`src/rtl/sd_wr_seq_pkg.sv`:
```
// -----------------------------------------------------------------------------
// sd_wr_seq_pkg
// Shared definitions for the SD multi-block write sequencer:
//   - seq_state_t  : sequencer FSM encoding
//   - seq_err_t    : ERROR output codes
//   - rx_state_t   : CRC status token receiver FSM encoding
//   - TOKEN_ACCEPT : CRC status token value meaning "data accepted"
// -----------------------------------------------------------------------------
package sd_wr_seq_pkg;

  typedef enum logic [2:0] {
    ST_IDLE     = 3'd0,
    ST_SEND     = 3'd1,
    ST_STATUS   = 3'd2,
    ST_BUSYWAIT = 3'd3,
    ST_GAP      = 3'd4,
    ST_FINISH   = 3'd5
  } seq_state_t;

  typedef enum logic [1:0] {
    ERR_NONE    = 2'b00,
    ERR_CRC     = 2'b01,
    ERR_TIMEOUT = 2'b10,
    ERR_ABORT   = 2'b11
  } seq_err_t;

  typedef enum logic [1:0] {
    RX_HUNT  = 2'd0,
    RX_SHIFT = 2'd1,
    RX_HOLD  = 2'd2
  } rx_state_t;

  localparam logic [2:0] TOKEN_ACCEPT = 3'b010;

endpackage

```
`src/rtl/sd_crc_status_rx.sv`:
```
// -----------------------------------------------------------------------------
// sd_crc_status_rx
// Captures the 3-bit CRC status token the card returns on DAT0 after a block.
// While en is high it hunts for the DAT0=0 start bit, shifts the next three
// bits in MSB first, then pulses valid for one cycle with the token held on
// token. It then stays idle until en drops, so the busy-low level that follows
// the token is never mistaken for a new start bit.
//
// Ports:
//   clk    in   system clock
//   rst_n  in   asynchronous active-low reset
//   en     in   capture enable (high while the sequencer waits for status)
//   dat0   in   card DAT0 line
//   valid  out  one-cycle pulse, token is valid
//   token  out  captured token, MSB first
// -----------------------------------------------------------------------------
module sd_crc_status_rx
  import sd_wr_seq_pkg::*;
(
  input  logic       clk,
  input  logic       rst_n,
  input  logic       en,
  input  logic       dat0,
  output logic       valid,
  output logic [2:0] token
);

  localparam logic [1:0] LAST_BIT = 2'd2;

  rx_state_t  rx_state, rx_state_n;
  logic [1:0] bit_cnt;
  logic [2:0] shreg;

  // NOTE: clocked state uses non-blocking (<=) so every flop samples the
  // pre-edge values of the others; blocking here would create order-dependent
  // simulation and a mismatch against synthesis.
  always_ff @(posedge clk or negedge rst_n) begin
    if (!rst_n) begin
      rx_state <= RX_HUNT;
    end else begin
      rx_state <= rx_state_n;
    end
  end

  // NOTE: next state gets a default before the case so every path assigns it;
  // a missing default in always_comb infers a latch.
  always_comb begin
    rx_state_n = rx_state;
    if (!en) begin
      rx_state_n = RX_HUNT;
    end else begin
      case (rx_state)
        RX_HUNT:  if (!dat0) rx_state_n = RX_SHIFT;
        RX_SHIFT: if (bit_cnt == LAST_BIT) rx_state_n = RX_HOLD;
        RX_HOLD:  rx_state_n = RX_HOLD;
        default:  rx_state_n = RX_HUNT;
      endcase
    end
  end

  always_ff @(posedge clk or negedge rst_n) begin
    if (!rst_n) begin
      bit_cnt <= '0;
      shreg   <= '0;
      valid   <= 1'b0;
    end else begin
      valid <= 1'b0;
      if (en && rx_state == RX_SHIFT) begin
        shreg   <= {shreg[1:0], dat0};
        bit_cnt <= bit_cnt + 2'd1;
        if (bit_cnt == LAST_BIT) valid <= 1'b1;
      end else begin
        bit_cnt <= '0;
      end
    end
  end

  assign token = shreg;

endmodule

```
`src/rtl/sd_write_sequencer.sv`:
```
// -----------------------------------------------------------------------------
// sd_write_sequencer
// Sequences an SD multi-block write: for each block it enables the block data
// writer at the current buffer address, collects the card's CRC status token,
// waits out the card busy period, then opens a one-cycle gap so the writer
// restarts and advances the address by ADDR_STRIDE (11-bit wrap). ABORT is
// honoured only at block boundaries.
//
// Build option: define SD_WR_TIMEOUT_EN to add a watchdog on STATUS/BUSYWAIT
// that ends the run with ERROR=10 after TIMEOUT_CYCLES cycles in one state.
// Without it those states wait indefinitely.
//
// Parameters:
//   ADDR_STRIDE     buffer address advance per block (modulo 2048)
//   TIMEOUT_CYCLES  status/busy wait limit in clk cycles
//
// Ports:
//   clk            in   system clock
//   rst_n          in   asynchronous active-low reset
//   start          in   pulse, begins a run (ignored unless idle)
//   block_count    in   number of blocks, sampled on start
//   base_addr      in   first block buffer address, sampled on start
//   abort          in   level, ends the run at the next block boundary
//   wr_ena         out  enable to the block data writer
//   wr_addr_begin  out  current block start address
//   wr_complt      in   data writer block-transmitted flag
//   sd_dat0        in   card DAT0 (CRC status token, busy)
//   busy           out  run in progress
//   done           out  one-cycle pulse at run end
//   error          out  00 none, 01 CRC rejected, 10 timeout, 11 aborted
//   blocks_done    out  card-accepted blocks this run
// -----------------------------------------------------------------------------
module sd_write_sequencer
  import sd_wr_seq_pkg::*;
#(
  parameter logic [10:0] ADDR_STRIDE    = 11'd1024,
  parameter logic [15:0] TIMEOUT_CYCLES = 16'hFFFF
) (
  input  logic        clk,
  input  logic        rst_n,
  input  logic        start,
  input  logic [15:0] block_count,
  input  logic [10:0] base_addr,
  input  logic        abort,
  output logic        wr_ena,
  output logic [10:0] wr_addr_begin,
  input  logic        wr_complt,
  input  logic        sd_dat0,
  output logic        busy,
  output logic        done,
  output logic [1:0]  error,
  output logic [15:0] blocks_done
);

  seq_state_t  state, state_n;
  seq_err_t    err_q, err_n;
  logic        err_we;
  logic        clr_run;
  logic        load_run;
  logic        inc_blk;
  logic        adv_addr;
  logic [15:0] run_count;
  logic        tok_valid;
  logic [2:0]  tok;
  logic        tmo_hit;

  sd_crc_status_rx u_rx (
    .clk   (clk),
    .rst_n (rst_n),
    .en    (state == ST_STATUS),
    .dat0  (sd_dat0),
    .valid (tok_valid),
    .token (tok)
  );

`ifdef SD_WR_TIMEOUT_EN
  // Counts cycles spent in the current STATUS/BUSYWAIT visit; zero on the
  // first cycle of each visit.
  logic [15:0] tmo_cnt;

  always_ff @(posedge clk or negedge rst_n) begin
    if (!rst_n) begin
      tmo_cnt <= '0;
    end else if (state_n != state || !(state inside {ST_STATUS, ST_BUSYWAIT})) begin
      tmo_cnt <= '0;
    end else begin
      tmo_cnt <= tmo_cnt + 16'd1;
    end
  end

  // Fires during the TIMEOUT_CYCLES-th cycle of the visit.
  assign tmo_hit = (tmo_cnt == TIMEOUT_CYCLES - 16'd1);
`else
  // TIMEOUT_CYCLES only matters in the watchdog build.
  logic unused_tmo;
  assign unused_tmo = ^TIMEOUT_CYCLES;
  assign tmo_hit    = 1'b0;
`endif

  always_ff @(posedge clk or negedge rst_n) begin
    if (!rst_n) begin
      state <= ST_IDLE;
    end else begin
      state <= state_n;
    end
  end

  always_comb begin
    state_n  = state;
    err_we   = 1'b0;
    err_n    = ERR_NONE;
    clr_run  = 1'b0;
    load_run = 1'b0;
    inc_blk  = 1'b0;
    adv_addr = 1'b0;
    case (state)
      ST_IDLE: begin
        if (start) begin
          clr_run = 1'b1;
          if (block_count == 16'd0) begin
            state_n = ST_FINISH;
          end else begin
            load_run = 1'b1;
            state_n  = ST_SEND;
          end
        end
      end
      ST_SEND: begin
        if (wr_complt) state_n = ST_STATUS;
      end
      ST_STATUS: begin
        if (tok_valid) begin
          if (tok == TOKEN_ACCEPT) begin
            state_n = ST_BUSYWAIT;
          end else begin
            state_n = ST_FINISH;
            err_we  = 1'b1;
            err_n   = ERR_CRC;
          end
        end else if (tmo_hit) begin
          state_n = ST_FINISH;
          err_we  = 1'b1;
          err_n   = ERR_TIMEOUT;
        end
      end
      ST_BUSYWAIT: begin
        if (sd_dat0) begin
          inc_blk = 1'b1;
          state_n = ST_GAP;
        end else if (tmo_hit) begin
          state_n = ST_FINISH;
          err_we  = 1'b1;
          err_n   = ERR_TIMEOUT;
        end
      end
      ST_GAP: begin
        // blocks_done already includes the block that just finished.
        adv_addr = 1'b1;
        if (blocks_done == run_count) begin
          state_n = ST_FINISH;
        end else if (abort) begin
          state_n = ST_FINISH;
          err_we  = 1'b1;
          err_n   = ERR_ABORT;
        end else begin
          state_n = ST_SEND;
        end
      end
      ST_FINISH: begin
        state_n = ST_IDLE;
      end
      default: begin
        state_n = ST_IDLE;
      end
    endcase
  end

  always_ff @(posedge clk or negedge rst_n) begin
    if (!rst_n) begin
      run_count     <= '0;
      wr_addr_begin <= '0;
      blocks_done   <= '0;
      err_q         <= ERR_NONE;
    end else begin
      if (clr_run) begin
        blocks_done <= '0;
        err_q       <= ERR_NONE;
      end
      if (load_run) begin
        run_count     <= block_count;
        wr_addr_begin <= base_addr;
      end
      if (inc_blk)  blocks_done   <= blocks_done + 16'd1;
      if (adv_addr) wr_addr_begin <= wr_addr_begin + ADDR_STRIDE;
      if (err_we)   err_q         <= err_n;
    end
  end

  // Decoded straight from the state register so reset drops them at once.
  assign wr_ena = (state == ST_SEND);
  assign busy   = (state != ST_IDLE);
  assign done   = (state == ST_FINISH);
  assign error  = err_q;

endmodule

```
`config.mk`:
```
export PLATFORM = sky130hd
export DESIGN_NAME = sd_write_sequencer
export DESIGN_NICKNAME = d
export VERILOG_FILES = /design/src/rtl/sd_wr_seq_pkg.sv /design/src/rtl/sd_crc_status_rx.sv /design/src/rtl/sd_write_sequencer.sv
export SDC_FILE = /design/constraint.sdc
export NUM_CORES = 1
export LEC_CHECK = 0
export CELL_PAD_IN_SITES_DETAIL_PLACEMENT = 0
export CELL_PAD_IN_SITES_GLOBAL_PLACEMENT = 1
export CORE_MARGIN = 4
export CORE_UTILIZATION = 38
export CTS_CLUSTER_SIZE = 12
export DETAILED_ROUTE_END_ITERATION = 10
export PLACE_DENSITY = 0.9
export SLEW_MARGIN = 20
export SYNTH_ARGS = -nofsm -noshare
export SYNTH_HDL_FRONTEND = slang
export SYNTH_HIERARCHICAL = 1
export SYNTH_SLANG_ARGS = --single-unit
```
`constraint.sdc`:
```
create_clock -name clk -period 2.3 [get_ports clk]
set_input_delay 0.46 -clock clk [delete_from_list [all_inputs] [get_ports clk]]
set_output_delay 0.46 -clock clk [all_outputs]
set_load 0.01 [all_outputs]
```
After elaboration in Yosys (flattened, before gate mapping)
Cells that the tools add are included.
{"block": "word_totals", "ff_bits": 56, "latch_bits": 0, "ram_bits": 0, "mem_bits_ro": 0, "in_bits": 33, "output_inout_bits": 32, "mem_count": 0}
{"block": "op_classes", "addsub": 3, "multipliers": 0, "n_div": 0, "order_cmp": 0, "n_eq_ne": 16, "n_shift": 0, "mux": 40, "bitwise_logic": 0, "reduce_logical": 10}
{"op": "$mux 16", "n": 2}
{"op": "$mux 3", "n": 8}
{"op": "$mux 11", "n": 2}
{"op": "$mux 2", "n": 9}
{"op": "$add 16x1->16 const B", "n": 1}
{"op": "$eq 16x16->1", "n": 1}
{"op": "$logic_not 16->1", "n": 1}
{"op": "$mux 1", "n": 15}
{"op": "$pmux 3 s5", "n": 1}
{"op": "$add 11x11->11 const B", "n": 1}
{"op": "$eq 3x2->1 const B", "n": 3}
{"op": "$eq 3x3->1 const B", "n": 2}
{"op": "$ne 2x2->1 const B", "n": 3}
{"op": "$ne 3x3->1 const B", "n": 2}
{"op": "$pmux 2 s3", "n": 1}
{"op": "$reduce_bool 2->1", "n": 3}
{"op": "$eq 2x2->1 const B", "n": 2}
{"op": "$pmux 2 s2", "n": 1}
{"op": "$reduce_and 4->1", "n": 1}
{"op": "$eq 3x1->1 const B", "n": 1}
{"op": "$logic_not 3->1", "n": 1}
{"op": "$reduce_bool 3->1", "n": 1}
{"op": "$add 2x1->2 const B", "n": 1}
{"op": "$eq 2x1->1 const B", "n": 1}
{"op": "other kinds (5)", "n": 5}

Logic depth before layout (Yosys ltp)
{"block": "depth", "ltp_word": 6, "ltp_mapped": 7, "depth_no_buf": 5}

Modules after synthesis
Netlist, hierarchy kept.
{"module": "sd_write_sequencer", "instances": 1, "cells_per_inst": 233, "area_each_um2": 2412.3, "seq_area_each_um2": 1201.2}
{"module": "sd_crc_status_rx", "instances": 1, "cells_per_inst": 30, "area_each_um2": 375.4, "seq_area_each_um2": 200.2}

Worst setup path before layout
No wires, ideal clock.
{"block": "synth_path", "kind": "register to register", "from": "reg state[2]", "to": "reg wr_addr_begin[10]", "setup_time_ns": 0.126, "arrival_time_ns": 1.806, "required_time_ns": 2.174, "slack_ns": 0.368, "stages_incl_launch_ff": 7, "path_buffers": 3, "synth_period_minus_slack_ns": 1.932, "path_cell_list": "dfrtp_1 or4b_1 buf_2 a41o_1 buf_6 buf_6 a311o_1"}
{"block": "synth_via", "elab_chain_cells": 3, "elab_cells_between_ends": 6, "cone_classes": "eq/ne (1); mux (3); reduce/logical (2)"}
{"item": "start, declared", "line": "sd_write_sequencer.sv:55", "source": "seq_state_t state, state_n;"}
{"item": "start signal, assigned", "line": "sd_write_sequencer.sv:104", "source": "state <= state_n;"}
{"item": "$eq 3x3->1 or $logic_not 3->1 (tied branches)", "line": "sd_write_sequencer.sv:116", "source": "case (state)"}
{"item": "$mux 1", "line": "sd_write_sequencer.sv:116"}
{"item": "$mux 11 or $reduce_bool 2->1 (tied branches)"}
{"item": "end signal, assigned", "line": "sd_write_sequencer.sv:191", "source": "wr_addr_begin <= base_addr;"}
{"item": "end signal, assigned", "line": "sd_write_sequencer.sv:194", "source": "if (adv_addr) wr_addr_begin <= wr_addr_begin + ADDR_STRIDE;"}
{"item": "end, declared", "line": "sd_write_sequencer.sv:46", "source": "output logic [10:0] wr_addr_begin,"}
Several ways; a longest one is shown, not always the timed one.
A chain may end at the register's enable or synchronous reset.

Final worst setup path
{"block": "layout_path", "from": "reg state[0]", "to": "out busy"}
{"block": "layout_via", "elab_chain_cells": 1}
{"item": "$reduce_bool 3->1", "line": "sd_write_sequencer.sv:201", "source": "assign busy = (state != ST_IDLE);"}
{"item": "end, declared", "line": "sd_write_sequencer.sv:49", "source": "output logic busy,"}
Every way passes these cells.

==> qor.txt <==
Run status - complete, no violations
Fmax - 0.4483 GHz
Path depth of the worst reg2reg path - 5
Setup crit end kind - output pin
Antenna-violating nets left - 0
Max VDD drop - 482.6 µV
Sequential power share - 0.429
Setup crit end - busy
Avg Cell Area, Syn - 10.60 µm²
Clk_skew - 0.01336 ns
Antenna violations before repair - 0
DP Wirelength - 4.916 mm
Synthesis Warnings - 6
Final worst-path cycle share - 0.9698
Core footprint - 6944 µm²
Worst setup path class - register to output pin
Most frequent standard cell in the layout excluding fill and tap cells - clkdlybuf4s50_1
RSZ-0062 raised after global routing - no
Synth Register Bits - 56
Async SR Flop Fraction - 1.000
Final WL - 6.493 mm
Hold violation count in the final report - 0
Combinational share of power - 0.421
Vias in the first global route - 2097
Top cell type's share of synthesized area - 0.5027
CP startpoint - state[0]
Reg clk slew, reported paths - 0.11 ns
GRT Residual Overflow - 0
Worst reg2reg endpoint - wr_addr_begin[8]
CTS max path bufs - 2
Area Growth Syn to Fin - 34.11%
Max-Cap Viols - 0
Post-Syn Instances - 263
WP data required - 1.84 ns
H-tree depth - 2
Starting density of the core - 0.4014
Post-CTS Setup Inserts - 0
Most used DFF post-synth - dfrtp_1
Max-slew violation count - 0
Clk network pwr share - 0.150
Die Y - 93.65 µm
Horiz. Die Dim - 93.65 µm
# setup viols final - 0
Root Driver - clkbuf_8
Most frequent cells in the layout - 63 x clkdlybuf4s50_1, 53 x dfrtp_1, 48 x nand2_1, 16 x xnor2_1, 15 x mux2i_1
Post-synth EDFFs - 0
Worst skew pair latency - 0.31 ns
Top post-synthesis cells by area - dfrtp_1 50%, nand2_1 6.5%, mux2_4 5.9%
# clock sinks - 56
Sequential area share after synthesis - 0.5027
FF-to-FF setup slack - 0.42 ns
Mapped Area - 2788 µm²
Syn nets - 301
Vias per inst - 4.952
Largest net degree at the start of global routing - 57
IO Count - 65
First-pass GRT wire length - 10.67 mm
DRC violations left - 0
Pwr per Cell Area - 973.5 nW/µm²
Startpoint Class - register
Die area - 8770 µm²
Inserted Clock Buffers - 5
Std cell rows - 30
Overall Global Routing Usage - 0.1554
R2r startpoint - state[1]
Detailed-route via count - 2159
TritonCTS clock tree - yes
Headroom to the max-slew limit - 0.5154
Initial drt markers - 45
Count of different cell masters after synthesis - 42
Minimum clock period - 2.231 ns
Crit Path Max Fanout - 9
Router iterations before antenna repair - 4
Area leader, netlist - dfrtp_1
Layout Nets - 377
Layout fillers - 618
Sw frac - 0.3384
Port Buffers - 64
Worst EP arrival - 1.77 ns
GPL Wtd Cong - 0.7959
Overall Power - 3.640 mW
Routed length per placed instance - 14.89 µm
Finished Layout Cells - 436
LEAKAGE - 1.672 nW
Int Pwr - 2.408 mW
Layout cells sized above 1 - 0.1441
Psw - 1.232 mW
Cells after DPL - 428
Hold/Removal Path Class - input port to async pin
Diodes inserted - 0
Slew @ Worst Pin - 0.7202 ns
per-stage QoR:
step                      setup slack (ns)  cell area [µm²]  utilization  hold slack (ns)  setup TNS, ns
final                              0.06947             3739       0.5384           0.1282              0
after global routing              0.001076             3739       0.5384           0.1395              0
after CTS                          0.04714             3730       0.5371           0.1379              0
after detailed placement          -0.08386             3640       0.5241           0.4184        -0.7924
after global placement             0.01375             3640       0.5241           0.4123              0
after floorplan                     0.3675             2788            -           0.1644              0
cell type report:
type / instances / area, µm² / share of cell area
tap: 96 / 120.1 / 0.03213
clock inverter: 3 / 21.27 / 0.005689
multi-input combinational: 191 / 1315 / 0.3517
sequential: 56 / 1405 / 0.3758
inverter: 6 / 22.52 / 0.006024
timing repair buffer: 79 / 785.8 / 0.2102
clock buffer: 5 / 68.82 / 0.01841
metal layers:
layer | part of all wire | vias up | wire [µm] | GRT usage
li1 | - | 1079 | - | -
met1 | 0.46 | 1023 | 2960 | 0.2043
met2 | 0.49 | 55 | 3164 | 0.2597
met3 | 0.051 | 2 | 330 | 0.03285
met4 | 0.0059 | 0 | 38 | 0.04332
met5 | 0 | - | 0 | 0
how the worst min path moves through the flow:
stage	from	to	slack [ns]	cells past startpoint
after floorplan	rst_n	blocks_done[0]	0.16	0
after global placement	u_rx/bit_cnt[0]	u_rx/bit_cnt[0]	0.41	1
after detailed placement	u_rx/bit_cnt[0]	u_rx/bit_cnt[0]	0.42	1
after CTS	rst_n	blocks_done[8]	0.14	2
after global routing	rst_n	blocks_done[8]	0.14	2
final	rst_n	blocks_done[8]	0.13	2
critical path, cell delays in order (launching register included):
cell,delay (ns)
dfrtp_2,0.45
buf_4,0.17
or3_1,0.34
clkdlybuf4s50_1,0.50
synthesized netlist by cell type (5+ instances only):
cell type   n
mux2i_1    15
clkbuf_1    6
dfrtp_1    56
mux2_4     11
ha_1        5
inv_1       6
nand4_1     9
o21ai_0    14
nor4_1      5
mux2_2      7
xnor2_1    16
nand3_1     6
nor2_1     12
o21ai_1     7
nand2_1    48
sequential cells by signal, summed over array words and instances, names as in the netlist:
signal,count
state,3
u_rx/bit_cnt,2
wr_addr_begin,11
error,2
u_rx/token,3
run_count,16
blocks_done,16
u_rx/rx_state,2
u_rx/valid,1
logic make-up (layout without fill, tap and decap cells):
kind of cell,Yosys count,after routing,synth area share
xor+xnor,17,17,0.05341
compound gates,32,32,0.06823
simple gates,104,104,0.1845
fa+ha+maj,5,5,0.02244
buf+inv,16,93,0.02737
mux,33,33,0.1414
flops,56,56,0.5027
power groups by stage:
stage	clock network (mW)	registers, mW	logic [mW]
final	0.546	1.56	1.53
after detailed placement	0	1.57	1.54
after global routing	0.603	1.61	1.69
after global placement	0	1.56	1.50
after floorplan	0	1.55	0.907
after CTS	0.566	1.55	1.55
what timing repair did:
action                     4_1_cts  5_1_grt
hold buffers                     0        0
resized for setup                0        4
setup endpoints to repair        0        3
No activity file was read; power rests on OpenSTA's default activity.
